--- src/rtl/sensor_cond_pkg.sv ---
// Shared constants and types for the sensor conditioning front end.
// Default debounce window is 10 ms of the 50 MHz system clock.
package sensor_cond_pkg;

  localparam int unsigned CLK_HZ                  = 50_000_000;
  localparam int unsigned DEBOUNCE_MS             = 10;
  localparam int unsigned DEBOUNCE_CYCLES_DEFAULT = (CLK_HZ / 1000) * DEBOUNCE_MS;
  localparam int unsigned CHATTER_LIMIT_DEFAULT   = 16;
  localparam int unsigned SYNC_STAGES_DEFAULT     = 2;

  // Per-channel status handed from a debounce channel to the top level.
  typedef struct packed {
    logic clean;       // debounced level
    logic pulse;       // one-cycle pulse, registered with the clean update
    logic primed_nxt;  // primed flag as it will be after this edge
    logic fault;       // sticky chatter fault
  } chan_status_t;

  // Bits needed to hold values 0..max_val.
  function automatic int unsigned cnt_width(input int unsigned max_val);
    return (max_val < 1) ? 1 : $clog2(max_val + 1);
  endfunction

endpackage

--- src/rtl/sensor_conditioner_debounce_channel.sv ---
// One debounce channel: synchroniser chain, stability counter, priming,
// clean level with change pulse, and optional chatter fault.
// Optional feature macro: SENSOR_CHATTER_DETECT_EN (restart counter + fault).
module debounce_channel
  import sensor_cond_pkg::*;
#(
  parameter int unsigned SYNC_STAGES     = SYNC_STAGES_DEFAULT,
  parameter int unsigned DEBOUNCE_CYCLES = DEBOUNCE_CYCLES_DEFAULT,
  parameter int unsigned CHATTER_LIMIT   = CHATTER_LIMIT_DEFAULT
) (
  input  logic         clk_i,
  input  logic         reset_i,
  input  logic         raw_i,
  output chan_status_t status_o
);

  localparam int unsigned      CNT_W   = cnt_width(DEBOUNCE_CYCLES);
  localparam logic [CNT_W-1:0] CNT_MAX = CNT_W'(DEBOUNCE_CYCLES - 1);

  logic [SYNC_STAGES-1:0] sync_q;
  // fill_q marks which pipeline positions hold real post-reset samples; the
  // counter is held in restart until prev does, so a reset-value 0 can never
  // prime the channel early.
  logic [SYNC_STAGES:0]   fill_q;
  logic                   prev_q;
  logic [CNT_W-1:0]       cnt_q, cnt_d;
  logic                   clean_q, clean_d;
  logic                   primed_q, primed_d;
  logic                   pulse_q, pulse_d;
  logic                   s;
  logic                   changed;
  logic                   restart;
  logic                   qualify;
  logic                   fault;

  assign s = sync_q[SYNC_STAGES-1];

  // Next-state for the stability counter and the qualified level.
  always_comb begin
    changed  = (s != prev_q);
    restart  = changed | ~fill_q[SYNC_STAGES];
    qualify  = ~restart & (cnt_q == CNT_MAX);
    cnt_d    = cnt_q;
    clean_d  = clean_q;
    primed_d = primed_q;
    pulse_d  = 1'b0;
    if (restart) begin
      cnt_d = '0;
    end else if (cnt_q != CNT_MAX) begin
      cnt_d = cnt_q + CNT_W'(1);
    end
    if (qualify) begin
      if (!primed_q) begin
        clean_d  = s;
        primed_d = 1'b1;
      end else if (s != clean_q) begin
        clean_d = s;
        pulse_d = 1'b1;
      end
    end
  end

  // Synchroniser, sample history and debounce state registers.
  always_ff @(posedge clk_i) begin
    if (reset_i) begin
      sync_q   <= '0;
      fill_q   <= '0;
      prev_q   <= 1'b0;
      cnt_q    <= '0;
      clean_q  <= 1'b0;
      primed_q <= 1'b0;
      pulse_q  <= 1'b0;
    end else begin
      sync_q   <= {sync_q[SYNC_STAGES-2:0], raw_i};
      fill_q   <= {fill_q[SYNC_STAGES-1:0], 1'b1};
      prev_q   <= s;
      cnt_q    <= cnt_d;
      clean_q  <= clean_d;
      primed_q <= primed_d;
      pulse_q  <= pulse_d;
    end
  end

`ifdef SENSOR_CHATTER_DETECT_EN
  localparam int unsigned     RC_W   = cnt_width(CHATTER_LIMIT);
  localparam logic [RC_W-1:0] RC_MAX = RC_W'(CHATTER_LIMIT);

  logic [RC_W-1:0] rc_q, rc_d;
  logic            fault_q;

  // Restarts since the last qualification, saturating at the limit.
  always_comb begin
    rc_d = rc_q;
    if (qualify) begin
      rc_d = '0;
    end else if (changed && (rc_q != RC_MAX)) begin
      rc_d = rc_q + RC_W'(1);
    end
  end

  // Restart counter and sticky fault; the fault never gates debouncing.
  always_ff @(posedge clk_i) begin
    if (reset_i) begin
      rc_q    <= '0;
      fault_q <= 1'b0;
    end else begin
      rc_q <= rc_d;
      if (rc_d == RC_MAX) begin
        fault_q <= 1'b1;
      end
    end
  end

  assign fault = fault_q;
`else
  // Chatter detection not built: fault is a constant 0 for any limit value.
  assign fault = 1'b0 & (CHATTER_LIMIT == 0);
`endif

  assign status_o = '{clean: clean_q, pulse: pulse_q, primed_nxt: primed_d, fault: fault};

endmodule

--- src/rtl/sensor_conditioner.sv ---
// Sensor conditioner top: two independent debounce channels (rain, soil-dry)
// feeding clean levels, edge pulses, a combined valid flag and fault flags.
// Optional feature macro: SENSOR_CHATTER_DETECT_EN (chatter faults).
module sensor_conditioner
  import sensor_cond_pkg::*;
#(
  parameter int unsigned SYNC_STAGES     = SYNC_STAGES_DEFAULT,
  parameter int unsigned DEBOUNCE_CYCLES = DEBOUNCE_CYCLES_DEFAULT,
  parameter int unsigned CHATTER_LIMIT   = CHATTER_LIMIT_DEFAULT
) (
  input  logic clk,
  input  logic reset,
  input  logic rain_in,
  input  logic soil_sensor_digital,
  output logic rain_clean,
  output logic soil_dry_clean,
  output logic rain_rise,
  output logic rain_fall,
  output logic soil_change,
  output logic inputs_valid,
  output logic rain_fault,
  output logic soil_fault
);

  chan_status_t rain_st;
  chan_status_t soil_st;
  logic         valid_q;

  debounce_channel #(
    .SYNC_STAGES     (SYNC_STAGES),
    .DEBOUNCE_CYCLES (DEBOUNCE_CYCLES),
    .CHATTER_LIMIT   (CHATTER_LIMIT)
  ) u_rain (
    .clk_i    (clk),
    .reset_i  (reset),
    .raw_i    (rain_in),
    .status_o (rain_st)
  );

  debounce_channel #(
    .SYNC_STAGES     (SYNC_STAGES),
    .DEBOUNCE_CYCLES (DEBOUNCE_CYCLES),
    .CHATTER_LIMIT   (CHATTER_LIMIT)
  ) u_soil (
    .clk_i    (clk),
    .reset_i  (reset),
    .raw_i    (soil_sensor_digital),
    .status_o (soil_st)
  );

  // Valid rises on the same edge the second channel primes; it is sticky
  // because primed flags only clear on reset.
  always_ff @(posedge clk) begin
    if (reset) begin
      valid_q <= 1'b0;
    end else begin
      valid_q <= rain_st.primed_nxt & soil_st.primed_nxt;
    end
  end

  // The channel pulse is registered alongside the new clean level, so the
  // level tells the direction.
  assign rain_clean     = rain_st.clean;
  assign soil_dry_clean = soil_st.clean;
  assign rain_rise      = rain_st.pulse & rain_st.clean;
  assign rain_fall      = rain_st.pulse & ~rain_st.clean;
  assign soil_change    = soil_st.pulse;
  assign inputs_valid   = valid_q;
  assign rain_fault     = rain_st.fault;
  assign soil_fault     = soil_st.fault;

endmodule
--- config.mk ---
export PLATFORM = sky130hd
export DESIGN_NAME = sensor_conditioner
export DESIGN_NICKNAME = d
export VERILOG_FILES = /design/src/rtl/sensor_cond_pkg.sv /design/src/rtl/sensor_conditioner_debounce_channel.sv /design/src/rtl/sensor_conditioner.sv
export SDC_FILE = /design/constraint.sdc
export NUM_CORES = 1
export LEC_CHECK = 0
export BUFFER_PORTS_ARGS = -buffer_cell sky130_fd_sc_hd__buf_2
export CAP_MARGIN = 20
export CORE_MARGIN = 5
export CORE_UTILIZATION = 45
export DETAILED_ROUTE_END_ITERATION = 7
export PLACE_DENSITY = 0.69
export SETUP_SLACK_MARGIN = 0.02
export SYNTH_ARGS = -nofsm -noshare
export SYNTH_HDL_FRONTEND = slang
export SYNTH_HIERARCHICAL = 1
export SYNTH_SLANG_ARGS = --single-unit
--- constraint.sdc ---
create_clock -name clk -period 2.48 [get_ports clk]
set_input_delay 0.248 -clock clk [delete_from_list [all_inputs] [get_ports clk]]
set_output_delay 0.248 -clock clk [all_outputs]
set_load 0.1 [all_outputs]
==> impl_results.md, run 1 <==
* CP Data Required Time at approximately 2.7 ns
* Hold slack at ~0.12 ns
* Vias in the first global route at around 1.9k
* Most common cell after layout, fill and taps aside: dfxtp_1
* Final #Nets at approximately 310
* Hold Violations, Final at 0
* Global-route wire length before repair at 8500 um
* DRC viols at 0
* Hold Buf Count CTS at 0
* Area of the core at about 5500 um2
* Initial Util at between 40% and 50%
* Outcome: finished, final reports clean
* Setup Buffers After CTS at 0
* Slew Viols, Final at 0
* Slew HR at a little over half
* Finish-stage setup viols at 0
* Peak supply drop at ~0.38 mV
* Synth area leader: dfxtp_1
* Final Util at between 50% and 60%
* Fmax at 0.493 GHz
* Io pins at 12
* Cell area power density at 676 nW/um2
* Top-area cell type share of the netlist area at around 44%
* Max FO, Critical Path at 8
* Final GP Congestion at around 0.83
* Die area at about 7400 um2
* Dpl hpwl at 3310 um
* GRT Overall Usage at between 10% and 20%
* Fraction of layout cells with a size suffix above 1 at 14.4%
* Hold depth at 2
* Critical path type: register to register
* First-pass detailed-route iteration total at 4
* Vias per cell at 5.44
* Fin crit period at 2.03 ns
* Row Count at 27
* Mapped Nets at 300
* Post-Syn Area at 2580 um2
* Initial DRC count at 90
* H-tree depth at 3
* Seq/Total Area, Yosys at 44.2%
* Worst setup EP type: register
* Synth-to-Final Area Change at 11.2%
* Clk slew on worst S/H paths at 0.07 ns
* Area contributors post-synth: dfxtp_1 44%, xnor2_1 5.4%, a21oi_1 3.5%
* Yosys cell types at 43
* Most frequent cells in the layout: 57 x dfxtp_1, 24 x nor2_1, 18 x nand2_1, 18 x a21oi_1
* Crit start category: register
* Setup tns final at 0 ns
* # fillers at 505
* Final wirelength at ~4800 um
* Leakage at between 0.9 and 1 nW
* Main synth FF type: dfxtp_1
* Post-CTS sizing at 0
* CTS buffer count at 9
* Setup slack, reg-to-reg at ~0.45 ns
* Skew-Pair Late Insertion Delay at 0.33 ns
* YS warnings at 6
* Largest net degree at the start of global routing at 20
* R2r worst-path depth at 5
* RSZ-0062 raised after global routing: no
* Syn Inst Count at roughly 290
* Initial antenna violation count at 0
* CTS tree: yes
* Fin Clk Skew at 0.0136 ns
* Die Y at 85.8 um
* Worst Max-Slew Pin Slew at a little under 0.7 ns
* Post-synthesis register bit count at 57
* CTS Root Cell: clkbuf_8
* Die X at 85.8 um
* CTS Sinks at between 50 and 60
* Routed len/inst at roughly 13 um
* Total gr overflow at 0
* Syn avg cell area at around 9 um2
* Post-synth EDFFs at 0
* Critical path arrival at approximately 2.2 ns
* Final period utilization at between 80 and 90%
* Diode count at 0
* Port bufs at 9
* Clock tree buffer depth at 2
* Max cap viols at 0
* Async set-reset flop share out of synthesis at 0%
* ANT nets after route at 0
* Min-Delay Path Class: primary input to register
* Via count at ~2.1k
[where the power goes]
group / switching, mW / internal (mW)
clock network: 0.376 / 0.594
registers: 0.00689 / 0.925
logic: 0.0290 / 0.0116
total: 0.412 / 1.53
[registers in the layout (all words and copies together) (netlist names), 2 cells and up]
register       count
u_rain/sync_q      2
u_rain/cnt_q      19
u_soil/cnt_q      19
u_soil/fill_q      3
u_soil/sync_q      2
u_rain/fill_q      3
[cell usage after synthesis (4+ instances only)]
cell,count
a21oi_1,18
and4_1,4
buf_4,8
clkbuf_1,6
dfxtp_1,57
inv_1,12
nand2_1,18
nand3_1,14
nand4_1,8
nor2_1,24
nor2b_1,12
nor3_1,16
nor4_1,8
o21ai_0,12
or2_2,4
or3_2,4
xnor2_1,16
xor2_1,6
[path summary, 6_finish.rpt]
kind	startpoint	to
worst min-delay path	soil_sensor_digital	u_soil/sync_q[0]
worst min register to register	u_soil/fill_q[1]	u_soil/fill_q[2]
worst max-delay path	u_rain/cnt_q[0]	u_rain/cnt_q[18]
worst max register to register	u_rain/cnt_q[0]	u_rain/cnt_q[18]
[logic make-up after synthesis]
| logic type | share of synthesized area, % |
|---|---|
| simple gates | 29.7 |
| other cells | 0.291 |
| fa+ha+maj | 0.969 |
| buf+inv | 4.94 |
| compound gates | 11.7 |
| flops | 44.2 |
| xor+xnor | 7.46 |
| mux | 0.775 |
[metal layers]
layer | global-route usage (%) | vias to the layer above | part of all wire [%] | wire, um
li1 | - | 1062 | - | -
met1 | 19.0 | 948 | 51 | 2490
met2 | 21.0 | 43 | 44 | 2120
met3 | 3.46 | 4 | 3.8 | 182
met4 | 9.21 | 0 | 1.1 | 52
met5 | 0 | - | 0 | 0
[area by class of cell]
class                      count  area [um2]  share of cell area, %
inverter                      12        45.0                   1.57
tap                           72        90.1                   3.14
timing repair buffer          10        52.6                   1.83
clock buffer                  10         138                   4.79
clock inverter                 6        91.3                   3.18
multi-input combinational    211        1310                   45.8
sequential                    57        1140                   39.7
[critical path, cell delays in order, from the launching register on]
cell     delay (ns)
dfxtp_1        0.40
ha_1           0.24
nand4_1        0.33
nor4_1         0.63
a31o_2         0.23
a21oi_1        0.05
[through the flow]
step | area (um2) | std cells | setup slack, ns | power (mW)
after floorplan | 2580 | 294 | 0.815 | 0.984
after global placement | 2640 | 362 | 0.647 | 0.992
after detailed placement | 2640 | 362 | 0.528 | 0.993
after CTS | 2870 | 378 | 0.489 | 1.97
after global routing | 2870 | 378 | 0.283 | 2.01
final | 2870 | 378 | 0.452 | 1.94
Note: power is estimated with default switching activity, not from simulation.
==> inputs of run 2 (changes only) <==
--- a/config.mk
+++ b/config.mk
@@ -5,12 +5,13 @@
 export SDC_FILE = /design/constraint.sdc
 export NUM_CORES = 1
 export LEC_CHECK = 0
+export ABC_AREA = 1
 export BUFFER_PORTS_ARGS = -buffer_cell sky130_fd_sc_hd__buf_2
 export CAP_MARGIN = 20
 export CORE_MARGIN = 5
 export CORE_UTILIZATION = 45
 export DETAILED_ROUTE_END_ITERATION = 7
-export PLACE_DENSITY = 0.69
+export PLACE_DENSITY = 0.71
 export SETUP_SLACK_MARGIN = 0.02
 export SYNTH_ARGS = -nofsm -noshare
 export SYNTH_HDL_FRONTEND = slang
==> constraint.sdc (replaced) <==
create_clock -name clk -period 1.8 [get_ports clk]
set_input_delay 0.18 -clock clk [delete_from_list [all_inputs] [get_ports clk]]
set_output_delay 0.18 -clock clk [all_outputs]
set_load 0.1 [all_outputs]
==> impl_results.md, run 2 <==
* Final period utilization at 82.5%
* Dpl hpwl at 4270 um (+29%)
* DRC viols at 0 (unchanged)
* Slew Viols, Final at 0 (unchanged)
* CP Data Required Time at 1.62 ns (-1.05 ns)
* Seq/Total Area, Yosys at 36.7% (-7.5 points)
* Hold Violations, Final at 0 (unchanged)
* Peak supply drop at 0.403 mV (+6.1%)
* Yosys cell types at 27 (-37%)
* Synth area leader: dfxtp_1
* Crit start category: register
* Leakage at 1.30 nW (+36%)
* Mapped Nets at 429 (+43%)
* Fraction of layout cells with a size suffix above 1 at 29.8% (+15 points)
* Top-area cell type share of the netlist area at 36.7% (-7.5 points)
* Outcome: finished, final reports clean
* Via count at 2482 (+21%)
* Area contributors post-synth: dfxtp_1 37%, nand2_1 9.4%, nor2_1 8.1%
* Final wirelength at 5750 um (+19%)
* Synth-to-Final Area Change at 7.44%
* CTS tree: yes
* Post-CTS sizing at 0 (unchanged)
* ANT nets after route at 0 (unchanged)
* Most common library cells after synthesis: 78 x nand2_1, 67 x nor2_1, 57 x dfxtp_1, 36 x inv_1, 26 x inv_2
* Clock tree buffer depth at 2 (unchanged)
* First-pass detailed-route iteration total at 4 (unchanged)
* Design area at 3340 um2 (+16%)
* Post-Syn Area at 3110 um2 (+21%)
* Setup Buffers After CTS at 0 (unchanged)
* Initial DRC count at 53 (-41%)
* Post-synthesis register bit count at 57 (unchanged)
* Fin crit period at approximately 1.5 ns
* Non-filler instance count after layout at 516 (+37%)
* Global-route wire length before repair at 10400 um (+22%)
* Total power at 2.56 mW (+32%)
* Setup ws final at 0.315 ns (-0.137 ns)
* Row Count at 30 (+11%)
* Io pins at 12 (unchanged)
* Area of the core at 6760 um2 (+22%)
* Pre-CTS setup slack at 0.366 ns (-0.163 ns)
* Initial antenna violation count at 0 (unchanged)
* CTS Sinks at 57 (unchanged)
* YS warnings at 6 (unchanged)
* Port bufs at 9 (unchanged)
* Critical path type: register to output pin
* Routed len/inst at 11.1 um (-13%)
* Cell with the most instances after synthesis: nand2_1
* Cell area power density at 765 nW/um2 (+13%)
* Die area at 8680 um2 (+18%)
* Critical-path top delay cell: dfxtp_1
* Placed Cells at 500 (+38%)
* CTS buffer count at 9 (unchanged)
* Initial Util at 46.1% (-0.54 points)
* Final GP Congestion at 0.834 (+0.65%)
* CTS Root Cell: clkbuf_8
* Diode count at 0 (unchanged)
* H-tree depth at 3 (unchanged)
* Syn avg cell area at 7.36 um2 (-16%)
* Vias per cell at 4.81 (-12%)
* Syn Inst Count at 423 (+44%)
* Worst setup EP type: output pin
* Crit path cell chain: nand2_1, inv_1, buf_2
* Fin Clk Skew at 0.0151 ns (+0.00142 ns)
* Cell area after placement at 3140 um2 (+19%)
* Finish-stage setup viols at 0 (unchanged)
* Max cap viols at 0 (unchanged)
* Skew-Pair Late Insertion Delay at 0.34 ns (about the same)
* Fmax at slightly below 0.7 GHz
* Top Registers: u_rain/cnt_q (19), u_soil/cnt_q (19)
* Die X at 93.2 um (+8.6%)
* Total gr overflow at 0 (unchanged)
* Critical path arrival at 1.31 ns (-0.91 ns)
* Vias in the first global route at 2407 (+25%)
* Max incr delay on CP at 0.43 ns (-0.20 ns)
* Main synth FF type: dfxtp_1
* Post-synth EDFFs at 0 (unchanged)
* Max FO, Critical Path at 6 (-2)
* Die Y at 93.2 um (+8.6%)
* Largest net degree at the start of global routing at 16 (-20%)
* Final #Nets at 437 (+42%)
* Async set-reset flop share out of synthesis at 0% (unchanged)
* Setup tns final at 0 ns (unchanged)
* Most common cell after layout, fill and taps aside: nand2_1
* Hold Buf Count CTS at 0 (unchanged)
* GRT Overall Usage at 14.9% (+0.47 points)
* Most frequent cells in the layout: 78 x nand2_1, 67 x nor2_1, 57 x dfxtp_1, 36 x inv_1, 26 x inv_2
* RSZ-0062 raised after global routing: no
* Clk slew on worst S/H paths at 0.08 ns (about the same)
* Min-Delay Path Class: primary input to register
-- run 2: cell count changes in the layout (fill, tap and decap cells not counted), moves of 12 or more --
cell     delta
nor3_1     -12
xnor2_1    -14
inv_2      +26
inv_1      +24
nor2_4     +16
nand2_2    +20
nand2_1    +60
nor2_1     +43
nor2b_1    -12
-- run 2: critical path: cells and delay by family, from the launching register on --
kind	cells	cell delay [ns]
DFF	1	0.43
buffers and inverters	2	0.46
and+or+nand+nor	1	0.08
-- run 2: worst paths after layout --
path,from,to,slack [ns],depth (start not counted)
setup / recovery,u_rain/clean_q,rain_rise,0.31,3
hold / removal,rain_in,u_rain/sync_q[0],0.04,3
setup reg to reg,u_soil/cnt_q[0],inputs_valid,0.35,9
hold reg to reg,u_rain/fill_q[0],u_rain/fill_q[1],0.40,2
-- run 2: cells by family after synthesis --
logic type	Yosys count	share of synthesized area [%]
fa+ha+maj	2	0.804
compound gates	48	10.1
flops	57	36.7
other cells	2	0.241
simple gates	228	38.0
xor+xnor	8	2.25
buf+inv	78	11.9
-- run 2: metrics by stage --
step                utilization [%]  hold WS [ns]
global placement               46.5         0.389
detailed placement             46.5         0.392
finish                         49.5        0.0393
CTS                            49.5        0.0236
global route                   49.5        0.0520
floorplan                         -         0.249
-- run 2: power by group --
part	internal [mW]	switching, mW
sequential	1.27	0.00650
combinational	0.0155	0.0540
clock	0.650	0.561
-- run 2: per-layer routing --
| metal | part of all wire [%] | GRT usage, % |
|---|---|---|
| met3 | 3.3 | 4.02 |
| met4 | 2.5 | 6.96 |
| met2 | 47 | 24.1 |
| met1 | 48 | 18.4 |
| met5 | 0 | 0 |
-- run 2: cell type report --
type                       count  area (um2)
clock buffer                   9         124
clock inverter                 7        77.6
fill                         655        3410
inverter                      66         255
multi-input combinational    288        1600
sequential                    57        1140
tap                           80         100
timing repair buffer           9        45.0
